$ cat src/rtl/switch_out_port_if.sv
// switch_out_port_if: switch-side ingress, link-side egress and status signals of one egress port.
interface switch_out_port_if #(
    parameter int FCW = 85,
    parameter int OW  = 4
);
    logic [FCW-1:0] sw_in;
    logic           sw_in_valid;
    logic           out_avail;
    logic [FCW-1:0] link_out;
    logic           link_valid;
    logic           credit_ret;
    logic           overflow_err;
    logic [OW-1:0]  occupancy;

    modport slave (
        input  sw_in, sw_in_valid, credit_ret,
        output out_avail, link_out, link_valid, overflow_err, occupancy
    );

    modport master (
        output sw_in, sw_in_valid, credit_ret,
        input  out_avail, link_out, link_valid, overflow_err, occupancy
    );
endinterface

$ cat src/rtl/switch_out_port.sv
// switch_out_port: FIFO-buffered egress stage from a switch output slice to a credit-flow-controlled link.
module switch_out_port #(
    parameter int ValidBitPos  = 81,
    parameter int lg_numprocs  = 3,
    parameter int DEPTH        = 8,
    parameter int LINK_CREDITS = 4,
    parameter int STALL_MARGIN = 2
) (
    input logic               clk,
    input logic               rst,
    switch_out_port_if.slave  bus
);
    localparam int FCW = ValidBitPos + 1 + lg_numprocs;
    localparam int AW  = $clog2(DEPTH);
    localparam int OW  = AW + 1;

    typedef enum logic {IDLE, SEND} state_t;

    state_t           state_q, state_d;
    logic [FCW-1:0]   mem_q [DEPTH];
    logic [AW-1:0]    wr_ptr_q, wr_ptr_d, rd_ptr_q, rd_ptr_d;
    logic [OW-1:0]    occ_q, occ_d;
    logic [3:0]       credits_q, credits_d;
    logic [4:0]       credits_sum;
    logic [FCW-1:0]   link_out_q, link_out_d;
    logic             out_avail_q, out_avail_d;
    logic             overflow_q, overflow_d;
    logic             push, push_ok, pop, full;

    always_comb begin
        full        = occ_q == OW'(DEPTH);
        pop         = (occ_q != '0) && (credits_q != '0);
        push        = bus.sw_in_valid && bus.sw_in[ValidBitPos];
        // a pop in the same cycle frees the slot, so a full FIFO can still accept
        push_ok     = push && (!full || pop);
        wr_ptr_d    = push_ok ? wr_ptr_q + 1'b1 : wr_ptr_q;
        rd_ptr_d    = pop ? rd_ptr_q + 1'b1 : rd_ptr_q;
        occ_d       = occ_q + OW'(push_ok) - OW'(pop);
        out_avail_d = (OW'(DEPTH) - occ_d) <= OW'(STALL_MARGIN);
        overflow_d  = overflow_q || (push && !push_ok);
        credits_sum = {1'b0, credits_q} + 5'(bus.credit_ret) - 5'(pop);
        credits_d   = credits_sum > 5'(LINK_CREDITS) ? 4'(LINK_CREDITS) : credits_sum[3:0];
        link_out_d  = pop ? mem_q[rd_ptr_q] : link_out_q;
    end

    always_comb begin
        state_d = pop ? SEND : IDLE;
    end

    always_comb begin
        bus.link_valid   = state_q == SEND;
        bus.link_out     = link_out_q;
        bus.out_avail    = out_avail_q;
        bus.overflow_err = overflow_q;
        bus.occupancy    = occ_q;
    end

    always_ff @(posedge clk) begin
        if (!rst) begin
            state_q     <= IDLE;
            wr_ptr_q    <= '0;
            rd_ptr_q    <= '0;
            occ_q       <= '0;
            credits_q   <= 4'(LINK_CREDITS);
            link_out_q  <= '0;
            out_avail_q <= 1'b1;
            overflow_q  <= 1'b0;
        end else begin
            state_q     <= state_d;
            wr_ptr_q    <= wr_ptr_d;
            rd_ptr_q    <= rd_ptr_d;
            occ_q       <= occ_d;
            credits_q   <= credits_d;
            link_out_q  <= link_out_d;
            out_avail_q <= out_avail_d;
            overflow_q  <= overflow_d;
        end
    end

    always_ff @(posedge clk) begin
        if (rst && push_ok) mem_q[wr_ptr_q] <= bus.sw_in;
    end
endmodule
$ cat src/flat_wrapper.sv
// flat-port wrapper written by rule: the top's interface ports become plain ports
module switch_out_port_flat 
#(
    parameter int ValidBitPos  = 81,
    parameter int lg_numprocs  = 3,
    parameter int DEPTH        = 8,
    parameter int LINK_CREDITS = 4,
    parameter int STALL_MARGIN = 2
)
  (clk, rst, bus_sw_in, bus_sw_in_valid, bus_credit_ret, bus_out_avail, bus_link_out, bus_link_valid, bus_overflow_err, bus_occupancy);
  switch_out_port_if bus_i ();
  input logic clk;
  input logic rst;
  input wire logic [$bits(bus_i.sw_in)-1:0] bus_sw_in;
  input wire logic [$bits(bus_i.sw_in_valid)-1:0] bus_sw_in_valid;
  input wire logic [$bits(bus_i.credit_ret)-1:0] bus_credit_ret;
  output wire logic [$bits(bus_i.out_avail)-1:0] bus_out_avail;
  output wire logic [$bits(bus_i.link_out)-1:0] bus_link_out;
  output wire logic [$bits(bus_i.link_valid)-1:0] bus_link_valid;
  output wire logic [$bits(bus_i.overflow_err)-1:0] bus_overflow_err;
  output wire logic [$bits(bus_i.occupancy)-1:0] bus_occupancy;
  assign bus_i.sw_in = bus_sw_in;
  assign bus_i.sw_in_valid = bus_sw_in_valid;
  assign bus_i.credit_ret = bus_credit_ret;
  assign bus_out_avail = bus_i.out_avail;
  assign bus_link_out = bus_i.link_out;
  assign bus_link_valid = bus_i.link_valid;
  assign bus_overflow_err = bus_i.overflow_err;
  assign bus_occupancy = bus_i.occupancy;
  switch_out_port #(.ValidBitPos(ValidBitPos), .lg_numprocs(lg_numprocs), .DEPTH(DEPTH), .LINK_CREDITS(LINK_CREDITS), .STALL_MARGIN(STALL_MARGIN)) u_core (.clk(clk), .rst(rst), .bus(bus_i));
endmodule
$ cat config.mk
export PLATFORM = sky130hd
export DESIGN_NAME = switch_out_port_flat
export DESIGN_NICKNAME = d
export VERILOG_FILES = /design/src/rtl/switch_out_port_if.sv /design/src/rtl/switch_out_port.sv /design/src/flat_wrapper.sv
export SDC_FILE = /design/constraint.sdc
export NUM_CORES = 1
export LEC_CHECK = 0
export CELL_PAD_IN_SITES_DETAIL_PLACEMENT = 0
export CELL_PAD_IN_SITES_GLOBAL_PLACEMENT = 1
export CORE_MARGIN = 2
export CORE_UTILIZATION = 52
export CTS_CLUSTER_SIZE = 28
export DETAILED_ROUTE_END_ITERATION = 8
export PLACE_DENSITY = 0.82
export SYNTH_ARGS = -nofsm -noshare
export SYNTH_HDL_FRONTEND = slang
export SYNTH_SLANG_ARGS = --single-unit
export TNS_END_PERCENT = 1
$ cat constraint.sdc
create_clock -name clk -period 10.1 [get_ports clk]
set_input_delay 1.01 -clock clk [delete_from_list [all_inputs] [get_ports clk]]
set_output_delay 1.01 -clock clk [all_outputs]
set_load 0.05 [all_outputs]
### Word level (Yosys, flattened, before mapping)

Memories as Yosys holds them, arrays and structs flattened. A register that Yosys moved wholly into a read port is not among the register bits.
Index checks and enable logic that the tools add are counted.

* bitwise logic cells: 1
* multiplexer cells: 3
* reduce and logical (&&, ||, !) cells: 13
* $add $sub $neg: 7
* magnitude comparators: 2
* equality and inequality tests: 1

Operators with widths (count)
* $reduce_bool 4->1: 2
* $add 3x1->3 const B: 2
* $add 4x1->5: 1
* $gt 5x3->1 const B: 1
* $logic_and 1x1->1: 5
* $sub 5x1->5: 1
* $add 4x1->4: 1
* $eq 4x4->1 const B: 1
* $le 4x2->1 const B: 1
* $sub 4x1->4: 1
* $sub 4x4->4 const A: 1
* $logic_not 1->1: 3
* $mux 1: 3
* $logic_or 1x1->1: 2
* $reduce_or 2->1: 1
* $not 1->1: 1

* bits in registers: 17
* memories: 1
* output and inout bits: 92
* bits of input ports: 89
* memory bits (writable): 680

Memories
* u_core.mem_q: words 8, width 85, rd ports 1, clocked after memory_dff 1, write ports 1, RTL line switch_out_port.sv:20 `logic [FCW-1:0] mem_q [DEPTH];`

### Logic depth before layout (Yosys ltp)

Gate-level depths: netlist of the first run.

* word-level depth: 8
* gate-level depth with buffers: 18
* mapped depth without buffers: 16

### Worst setup path before layout of the first run

OpenSTA, ideal clock, no wires.

* kind: register to register
* start point: register u_core.occ_q[2] (netlist: u_core.bus.occupancy[2])
* end point: memory u_core.mem_q[4][0] (enable)
* arrival time: 7.400 ns
* slack: 2.067 ns
* library setup time: 0.633 ns
* cell stages (with the launch flop): 6
* period minus slack after synthesis: 8.033 ns
* buffers on the path: 0
* cell sequence: dfxtp_1 -> inv_1 -> ha_1 -> o211a_1 -> or3_1 -> nor3_1

* cells in the longest elaborated chain, start to end: 7

Ends and longest elaborated chain
* start: declaration: RTL line switch_out_port.sv:22 `logic [OW-1:0] occ_q, occ_d;`
* start signal: assignment: RTL line switch_out_port.sv:63 `occ_q <= '0;`
* start signal: assignment: RTL line switch_out_port.sv:72 `occ_q <= occ_d;`
* $eq 4x4->1 or $reduce_bool 4->1 (tied branches): RTL line switch_out_port.sv:31, switch_out_port.sv:32
* $logic_not 1->1 or $logic_and 1x1->1 (tied branches): RTL line switch_out_port.sv:35, switch_out_port.sv:32
* $logic_or 1x1->1 *: RTL line switch_out_port.sv:35 `push_ok = push && (!full || pop);`
* $logic_and 1x1->1 *: RTL line switch_out_port.sv:35
* $logic_and 1x1->1 *: RTL line switch_out_port.sv:81 `if (rst && push_ok) mem_q[wr_ptr_q] <= bus.sw_in;`
* $mux 1 *: RTL line switch_out_port.sv:81
* $mux 1 (not written as such) *: RTL line switch_out_port.sv:81
* end: declaration: RTL line switch_out_port.sv:20

Mark *: on every way between the ends. The rest lies on a longest branch, timed or not.

### Final worst setup path of the first run

* start point: input port bus_sw_in[81]
* end point: memory u_core.mem_q[6][49] (enable)

* cells in the longest elaborated chain, start to end: 5

Ends and longest elaborated chain
* start: declaration: RTL line flat_wrapper.sv:14 `input wire logic [$bits(bus_i.sw_in)-1:0] bus_sw_in;`
* $logic_and 1x1->1: RTL line switch_out_port.sv:33 `push = bus.sw_in_valid && bus.sw_in[ValidBitPos];`
* $logic_and 1x1->1: RTL line switch_out_port.sv:35
* $logic_and 1x1->1: RTL line switch_out_port.sv:81
* $mux 1: RTL line switch_out_port.sv:81
* $mux 1 (not written as such): RTL line switch_out_port.sv:81

Every way passes these cells.

==> results.yml, run 1 <==
cells_and_area:
  final_area_um2: 34200
  final_cell_mix: "edfxtp_1 (680), clkdlybuf4s50_1 (179), mux4_2 (169)"
  drive_above_1_share_pct: 19.3
  fin_nets: 1703
  multiInputGateArea_um2: 6240
  final_common_cell: "edfxtp_1"
  n_fill_cell: 3836
  area_growth_pct: 17.1
  final-seq-area_um2: 22500
route:
  first_pass_iters: 5
  dr.first_iter.drc_count: 1089
  vias: 13700
  route.detailed.drc: 0
  wl_per_cell_um: 23.8
  vias_per_cell: 5.70
  routed_wirelength_um: 57400
  antenna_left: 0
setup_path:
  critPathMaxFanout: 61
  required_ns: 10.33
  critPathKind: "in2reg"
  end_kind: "flop"
  critPathLaunchType: "input port"
  arrival_ns: 4.13
timing:
  setup_viol: 0
  setup_tns_ns: 0
  relSlewSlack_pct: 25.9
  worst_pin_slew_ns: 1.11
  hold_viol_final: 0
  final.min_clock_period_ns: 3.90
  finalCritPeriodShare_pct: 38.6
  setup_ws_ns: 6.20
  slew_violations: 0
  fin_skew_ns: 0.0231
  max_freq_ghz: 0.256
  whs_ns: 0.468
  rsz0062_at_grt: "no"
global_routing:
  overflow: 0
  grt_pass1_vias: 14200
  grt_antenna_before_repair: 3
  grt_first_pass_wirelength_um: 86600
  grtUsageTotal_pct: 20.2
  grt_max_degree: 116
clock_tree:
  holdBufCountCts: 0
  cts_root_buf: "clkbuf_16"
  clock_path_buffers: 3
  numCtsBuffers: 77
  cts_tree: "yes"
  clock_latency_ns: 0.62
  clk_pin_slew_ns: 0.06
  clock_sinks: 782
  htree_num_levels: 3
  post-cts-setup-buffers: 0
  cts_resized: 0
pwr:
  power.leakage_nw: 10.8
  power_density_nw_per_um2: 262
  ir_drop_uv: 227
logic_synthesis:
  synth_top_area_share_pct: 69.9
  synthArstFlopShare_pct: 0
  synth.distinct_cells: 44
  syn_area_per_cell_um2: 21.0
  netlist_area_um2: 29200
  synth.yosys.seq_area_share_pct: 76.8
  synth_area_leader_cell: "edfxtp_1"
  syn_inst: 1395
  synth_edf_count: 680
  syn-num-nets: 1501
  yosysWarningCount: 0
  synthTopCellsByArea: "edfxtp_1 (70%), mux4_2 (13%), dfxtp_1 (7.0%)"
  synth_seq_cells: 782
  synthFlopType: "edfxtp_1"
hold_path:
  worstHoldPathType: "reg2reg"
die:
  core_um2: 55300
  die_h_um: 241
  die_w_um: 241
  rows: 86
  io_pins: 181
  dieArea_um2: 58100
  start_util_pct: 52.9
placement:
  gp_congestion: 0.767
  io_buffer_count: 180
  place_area_um2: 31700
  place_ws_ns: 5.54
  dp_hpwl_um: 30600
job:
  cap_violations: 0
status:
  status: "completed"
area by class of cell:
type	count	share of cell area, %
Inverter	20	0.227
Timing Repair Buffer	200	5.73
Antenna cell	1	0.00731
Multi-Input combinational cell	516	18.2
Tap cell	748	2.73
Clock buffer	114	6.55
Sequential cell	782	65.7
Clock inverter	30	0.826
worst paths after layout:
kind,slack [ns],to,cells after the start,from
worst max-delay path,6.20,u_core.mem_q[6][49],5,bus_sw_in[81]
worst min-delay path,0.47,u_core.bus.overflow_err,1,u_core.bus.overflow_err
worst max register to register,6.45,u_core.mem_q[7][31],7,u_core.credits_q[3]
worst min register to register,0.47,u_core.bus.overflow_err,1,u_core.bus.overflow_err
report_power, final:
group	internal (mW)	switching, mW	total [mW]	leakage [nW]
combinational	0.915	1.35	2.26	2.57
clock	1.65	1.17	2.82	1.23
sequential	3.70	0.163	3.86	6.98
total	6.27	2.68	8.95	10.8
cells in the mapped netlist (all sizes together), types with 2 or more instances:
| library cell | instances |
|---|---|
| nand2b | 3 |
| o21ai | 89 |
| clkbuf | 34 |
| nand2 | 5 |
| nor2 | 12 |
| or3 | 2 |
| nor3 | 7 |
| inv | 19 |
| ha | 15 |
| mux2i | 86 |
| dfxtp | 102 |
| o211ai | 2 |
| nand4 | 4 |
| mux4 | 170 |
| edfxtp | 680 |
| nand3b | 2 |
| buf | 43 |
| nand3 | 3 |
| nor4 | 2 |
| fa | 2 |
| o21a | 2 |
| xor2 | 4 |
| a21o | 2 |
| a21oi | 92 |
metal layers:
layer / GRT usage, % / vias up / routed length, um
li1: - / 6132 / -
met1: 27.4 / 7152 / 23800
met2: 34.0 / 378 / 29500
met3: 4.06 / 74 / 3350
met4: 4.92 / 4 / 764
met5: 0 / - / 30
per-stage QoR:
step                      utilization [%]  total power, mW  instances
after detailed placement             57.3             6.22       2266
after CTS                            61.9             9.06       2410
after global routing                 61.9             9.33       2410
after floorplan                         -             5.62       1395
after global placement               57.3             6.20       2266
final                                61.9             8.95       2411
registers in the layout, summed over array words and instances (netlist names), 3 cells and up:
name / count
u_core.mem_q: 680
u_core.bus.link_out: 85
u_core.bus.occupancy: 4
u_core.credits_q: 4
u_core.rd_ptr_q: 3
u_core.wr_ptr_q: 3
cell families (layout without fill, tap and decap cells):
logic type	after synthesis	count (layout)	synth area share [%]
flip-flops	782	782	76.8
buffers and inverters	97	364	1.96
multiplexers	256	256	16.1
XOR/XNOR	5	5	0.150
other	1	2	0.0128
AND/OR/NAND/NOR	47	47	0.852
AO/OA/AOI/OAI	190	190	3.36
adder cells (fa/ha/maj)	17	17	0.779
critical path, stage by stage:
cell	delay (ns)
clkdlybuf4s50_1	0.74
nand2_1	0.18
or3_1	0.53
nor2_4	0.71
buf_4	0.91
No activity file was read; power rests on OpenSTA's default activity.
==> run 2: changes to the inputs <==
==> constraint.sdc (replaced) <==
create_clock -name clk -period 3.7 [get_ports clk]
set_input_delay 0.37 -clock clk [delete_from_list [all_inputs] [get_ports clk]]
set_output_delay 0.37 -clock clk [all_outputs]
set_load 0.05 [all_outputs]
==> run 2 against run 1 <==
Against the previous run: combinational power increased to 2.8 times the previous value; flip-flop and latch count unchanged; utilization increased by 0.97 points; clock skew increased by 0.0028 ns; first-iteration DRC count increased by 6.4%; die area unchanged; critical path depth increased by 4; count of clock-buffer cells in the layout decreased by 10; cell count increased by 0.62%; register-to-register slack got worse by 5.8 ns; largest power group unchanged.
==> results.yml, run 2 (synthesized netlist as in run 1, its figures left out) <==
timing:
  final.min_clock_period_ns: 3.06
  worst_pin_slew_ns: 1.02
  whs_ns: 0.202
  rsz0062_at_grt: "no"
  max_freq_ghz: 0.327
  slew_violations: 0
  finalCritPeriodShare_pct: 82.7
  relSlewSlack_pct: 32.3
  fin_skew_ns: 0.0259
  setup_tns_ns: 0
  hold_viol_final: 0
  setup_viol: 0
cells_and_area:
  area_growth_pct: 18.9
  fin_nets: 1717
  largest-register: "u_core.mem_q"
  final_common_cell: "edfxtp_1"
  stdcell_count: 2426
  drive_above_1_share_pct: 21.1
  largest_reg_flops: 680
  final_cell_mix: "edfxtp_1 (680), clkdlybuf4s50_1 (179), mux4_2 (169)"
  final_area_um2: 34800
route:
  vias: 14000
  vias_per_cell: 5.77
  antenna_left: 0
  routed_wirelength_um: 59500
  first_pass_iters: 5
  route.detailed.drc: 0
  dr.first_iter.drc_count: 1159
  wl_per_cell_um: 24.5
pwr:
  swShare_pct: 29.6
  seq_power_share_pct: 42.5
  p_int_mw: 17.6
  ir_drop_uv: 459
  power_density_nw_per_um2: 718
  pwr-share-comb_pct: 25.2
  totalPowerFinal_mw: 25.0
  p_switching_mw: 7.40
  power.leakage_nw: 11.0
  pwr-share-clk_pct: 32.2
setup_path:
  required_ns: 4.22
  critPathMaxFanout: 95
  cp_top_family: "buffers and inverters"
  path_cells: "inv_2, ha_2, or3b_1, o21ai_2, inv_4, buf_4, buf_4, o21ai_0, a21oi_1"
  end_kind: "flop"
  r2r_slack_ns: 0.64
  critPathBufInv: 4
  critPathKind: "reg2reg"
  worstRegToRegCells: 9
  crit_top_cell: "buf_4"
  arrival_ns: 3.59
  critPathLaunchType: "flop"
  crit_cells: 9
  max_stage_delay_ns: 0.91
  critPathSlowestCell: "buf_4"
clock_tree:
  clock_path_buffers: 3
  clock_latency_ns: 0.62
  cts_root_buf: "clkbuf_16"
  cts_resized: 0
  post-cts-setup-buffers: 0
  clock_sinks: 782
  holdBufCountCts: 0
  cts_tree: "yes"
  clk_pin_slew_ns: 0.06
  numCtsBuffers: 78
  htree_num_levels: 3
status:
  status: "completed"
hold_path:
  hold_path_depth: 2
  worstHoldPathType: "in2reg"
job:
  cap_violations: 0
global_routing:
  overflow: 0
  grt_antenna_before_repair: 11
  grt_first_pass_wirelength_um: 89400
  grt_max_degree: 96
  grtUsageTotal_pct: 20.9
  grt_pass1_vias: 14700
die:
  io_pins: 181
  start_util_pct: 52.9
  die_w_um: 241
  core_um2: 55300
  dieArea_um2: 58100
  rows: 86
  die_h_um: 241
placement:
  io_buffer_count: 180
  dp_cells: 2279
  place_area_um2: 32100
  dp_hpwl_um: 31600
  gp_congestion: 0.770
-- run 2: cell types whose count changed in the layout (fill, tap and decap cells not counted), moves of 3 or more --
| cell | delta |
|---|---|
| buf_12 | +18 |
| buf_4 | -5 |
| bufinv_16 | +5 |
| clkbuf_1 | -13 |
| clkbuf_8 | +4 |
| clkinv_1 | +6 |
| clkinv_2 | -3 |
| dfxtp_1 | -6 |
| dfxtp_2 | +4 |
| diode_2 | +4 |
| inv_1 | -4 |
| inv_2 | +4 |
| nor3_2 | -6 |
| nor3_4 | +6 |
-- run 2: worst register-to-register path, cell delays in order, from the launching register on --
cell and delay, ns:
dfxtp_2 0.34, inv_2 0.04, ha_2 0.18, or3b_1 0.20, o21ai_2 0.11, inv_4 0.07
buf_4 0.62, buf_4 0.95, o21ai_0 0.29, a21oi_1 0.19
-- run 2: cell type report --
cell class / count / area [um^2]
antenna: 5 / 12.5
clock inverter: 38 / 430
tap: 748 / 936
fill: 3749 / 20600
sequential: 782 / 22500
inverter: 20 / 77.6
clock buffer: 104 / 2220
multi-input combinational: 516 / 6310
timing repair buffer: 213 / 2280
-- run 2: final timing paths --
path,startpoint,end
setup / recovery,u_core.credits_q[2],u_core.bus.link_out[24]
hold / removal,rst,u_core.bus.out_avail
setup reg to reg,u_core.credits_q[2],u_core.bus.link_out[24]
hold reg to reg,u_core.bus.overflow_err,u_core.bus.overflow_err
-- run 2: power by group through the flow --
stage / Combinational, mW / Clock, mW / Sequential (mW)
finish: 6.30 / 8.04 / 10.6
global route: 6.76 / 8.52 / 10.7
CTS: 6.40 / 8.18 / 10.6
detailed placement: 6.35 / 0 / 10.8
global placement: 6.24 / 0 / 10.8
floorplan: 3.48 / 0 / 11.9
-- run 2: per-stage QoR --
stage	worst slack [ns]	util (%)
floorplan	-0.287	-
global placement	0.697	58.0
detailed placement	0.641	58.0
CTS	0.638	62.8
global route	0.408	62.8
finish	0.638	62.8
-- run 2: routing by layer --
layer	up-vias	part of all wire, %	track usage (%)	wire length, um
met5	-	0.13	0	79
met3	89	6.0	4.59	3570
li1	6159	-	-	-
met1	7339	41	27.8	24400
met2	388	51	34.7	30300
met4	12	1.9	6.96	1130
==> run 3: changes to the inputs <==
==> constraint.sdc (replaced) <==
create_clock -name clk -period 2.9 [get_ports clk]
set_input_delay 0.29 -clock clk [delete_from_list [all_inputs] [get_ports clk]]
set_output_delay 0.29 -clock clk [all_outputs]
set_load 0.05 [all_outputs]
==> run 3 against run 2 <==
Against the previous run: setup slack lost 0.61 ns; first-iteration DRC count fell by 6.7%; design area rose by 0.76%; clock power rose by 24%; sequential power grew 25%; largest power group unchanged; highest routed layer unchanged.
==> results.yml, run 3 (synthesized netlist as in run 1, its figures left out) <==
status:
  status: "completed"
cells_and_area:
  drive_above_1_share_pct: 22.7
  fin_util_pct: 63.3
  fin_nets: 1747
  final_common_cell: "edfxtp_1"
  final_cell_mix: "edfxtp_1 (680), clkdlybuf4s50_1 (179), mux4_2 (169)"
  largest_reg_flops: 680
  n_fill_cell: 3751
  area_growth_pct: 19.8
  multiInputGateArea_um2: 6410
  largest-register: "u_core.mem_q"
  final-seq-area_um2: 22500
timing:
  max_freq_ghz: 0.348
  hold_viol_final: 0
  rsz0062_at_grt: "yes"
  slew_violations: 0
  final.min_clock_period_ns: 2.87
  finalCritPeriodShare_pct: 99.1
  setup_tns_ns: 0
  relSlewSlack_pct: 46.7
  setup_viol: 0
  worst_pin_slew_ns: 0.800
  fin_skew_ns: 0.0202
route:
  dr.first_iter.drc_count: 1081
  first_pass_iters: 7
  vias: 14100
  antenna_left: 0
  wl_per_cell_um: 24.1
  route.detailed.drc: 0
  vias_per_cell: 5.76
  routed_wirelength_um: 59100
pwr:
  power_density_nw_per_um2: 917
  power.leakage_nw: 11.1
  totalPowerFinal_mw: 32.1
  seq_power_share_pct: 41.6
  p_int_mw: 22.5
  swShare_pct: 29.8
  ir_drop_uv: 605
  p_switching_mw: 9.56
  pwr-share-comb_pct: 27.3
  pwr-share-clk_pct: 31.1
clock_tree:
  clock_latency_ns: 0.60
  clock_path_buffers: 3
  clock_sinks: 782
  clk_pin_slew_ns: 0.06
  htree_num_levels: 3
  numCtsBuffers: 80
  cts_root_buf: "clkbuf_16"
  cts_tree: "yes"
global_routing:
  grt_pass1_vias: 14500
  grt_max_degree: 76
  grt_first_pass_wirelength_um: 89000
  grtUsageTotal_pct: 20.8
  overflow: 0
  grt_antenna_before_repair: 9
job:
  cap_violations: 0
setup_path:
  r2r_slack_ns: 0.03
  arrival_ns: 3.34
  worst_r2r_startpoint: "u_core.credits_q[3]"
  worstReg2RegEnd: "u_core.credits_q[2]"
  worstRegToRegCells: 14
  required_ns: 3.37
  critPathMaxFanout: 3
  end_kind: "flop"
  critPathLaunchType: "flop"
  critPathKind: "reg2reg"
hold_path:
  worstHoldPathType: "in2reg"
  worstHoldEndpoint: "u_core.bus.out_avail"
  hp-start: "rst"
  hold_path_depth: 2
die:
  die_h_um: 241
  core_um2: 55300
  rows: 86
  start_util_pct: 52.9
  die_w_um: 241
  dieArea_um2: 58100
  io_pins: 181
placement:
  dp_hpwl_um: 32700
  gp_congestion: 0.755
  io_buffer_count: 180
-- run 3: layout make-up --
class                           count  share of cell area (%)
Timing Repair Buffer              241                    7.28
Tap cell                          748                    2.67
Sequential cell                   782                    64.2
Clock inverter                     29                   0.925
Multi-Input combinational cell    516                    18.3
Antenna cell                        3                  0.0214
Inverter                           20                   0.229
Clock buffer                      114                    6.37
-- run 3: how the worst max path moves through the flow --
stage,endpoint,depth (start not counted),start
after floorplan,u_core.mem_q[3][0],6,u_core.credits_q[2]
after global placement,u_core.bus.out_avail,16,u_core.credits_q[2]
after detailed placement,u_core.bus.out_avail,16,u_core.credits_q[2]
after CTS,u_core.credits_q[2],14,u_core.credits_q[3]
after global routing,u_core.bus.out_avail,16,u_core.credits_q[3]
final,u_core.credits_q[2],14,u_core.credits_q[3]
-- run 3: timing repair --
action | in CTS | in global routing
resized for setup | 13 | 9
buffers inserted | 1 | 2
endpoints found under the setup margin | 2 | 2
pin swaps | 3 | 3
hold buffers | 0 | 0
-- run 3: stage by stage --
stage          hold WS, ns  setup WS, ns  area (um^2)  std cells
2_1_floorplan        0.389         -1.10        29400       1395
3_3_place_gp         0.496       -0.0505        32300       2304
3_5_place_dp         0.503       -0.0748        32300       2304
4_1_cts              0.107       0.00392        35000       2448
5_1_grt              0.166        -0.109        35000       2452
6_report             0.142        0.0261        35000       2453
-- run 3: power by group through the flow --
stage                     Clock, mW  Combinational [mW]  Sequential (mW)
final                          10.0                8.76             13.3
after global routing           10.6                9.41             13.4
after CTS                      10.2                8.66             13.4
after detailed placement          0                8.42             13.6
after global placement            0                8.33             13.6
after floorplan                   0                4.44             15.2
-- run 3: routing by layer --
metal | up-vias | wire, um | global-route usage [%]
met3 | 100 | 3350 | 4.01
li1 | 6238 | - | -
met4 | 14 | 1260 | 6.64
met1 | 7364 | 24700 | 28.3
met2 | 409 | 29700 | 34.2
met5 | - | 85 | 0
-- run 3: critical path, stage by stage (launching register included) --
cell and delay [ns]:
dfxtp_2 0.32, inv_2 0.08, ha_4 0.13, or3b_4 0.39, o21ai_4 0.09, buf_6 0.13, nor2_2 0.03, a31o_2 0.21
ha_1 0.19, inv_1 0.07, fa_2 0.20, nand2b_4 0.13, a21oi_2 0.06, o21a_1 0.19, or4_1 0.52
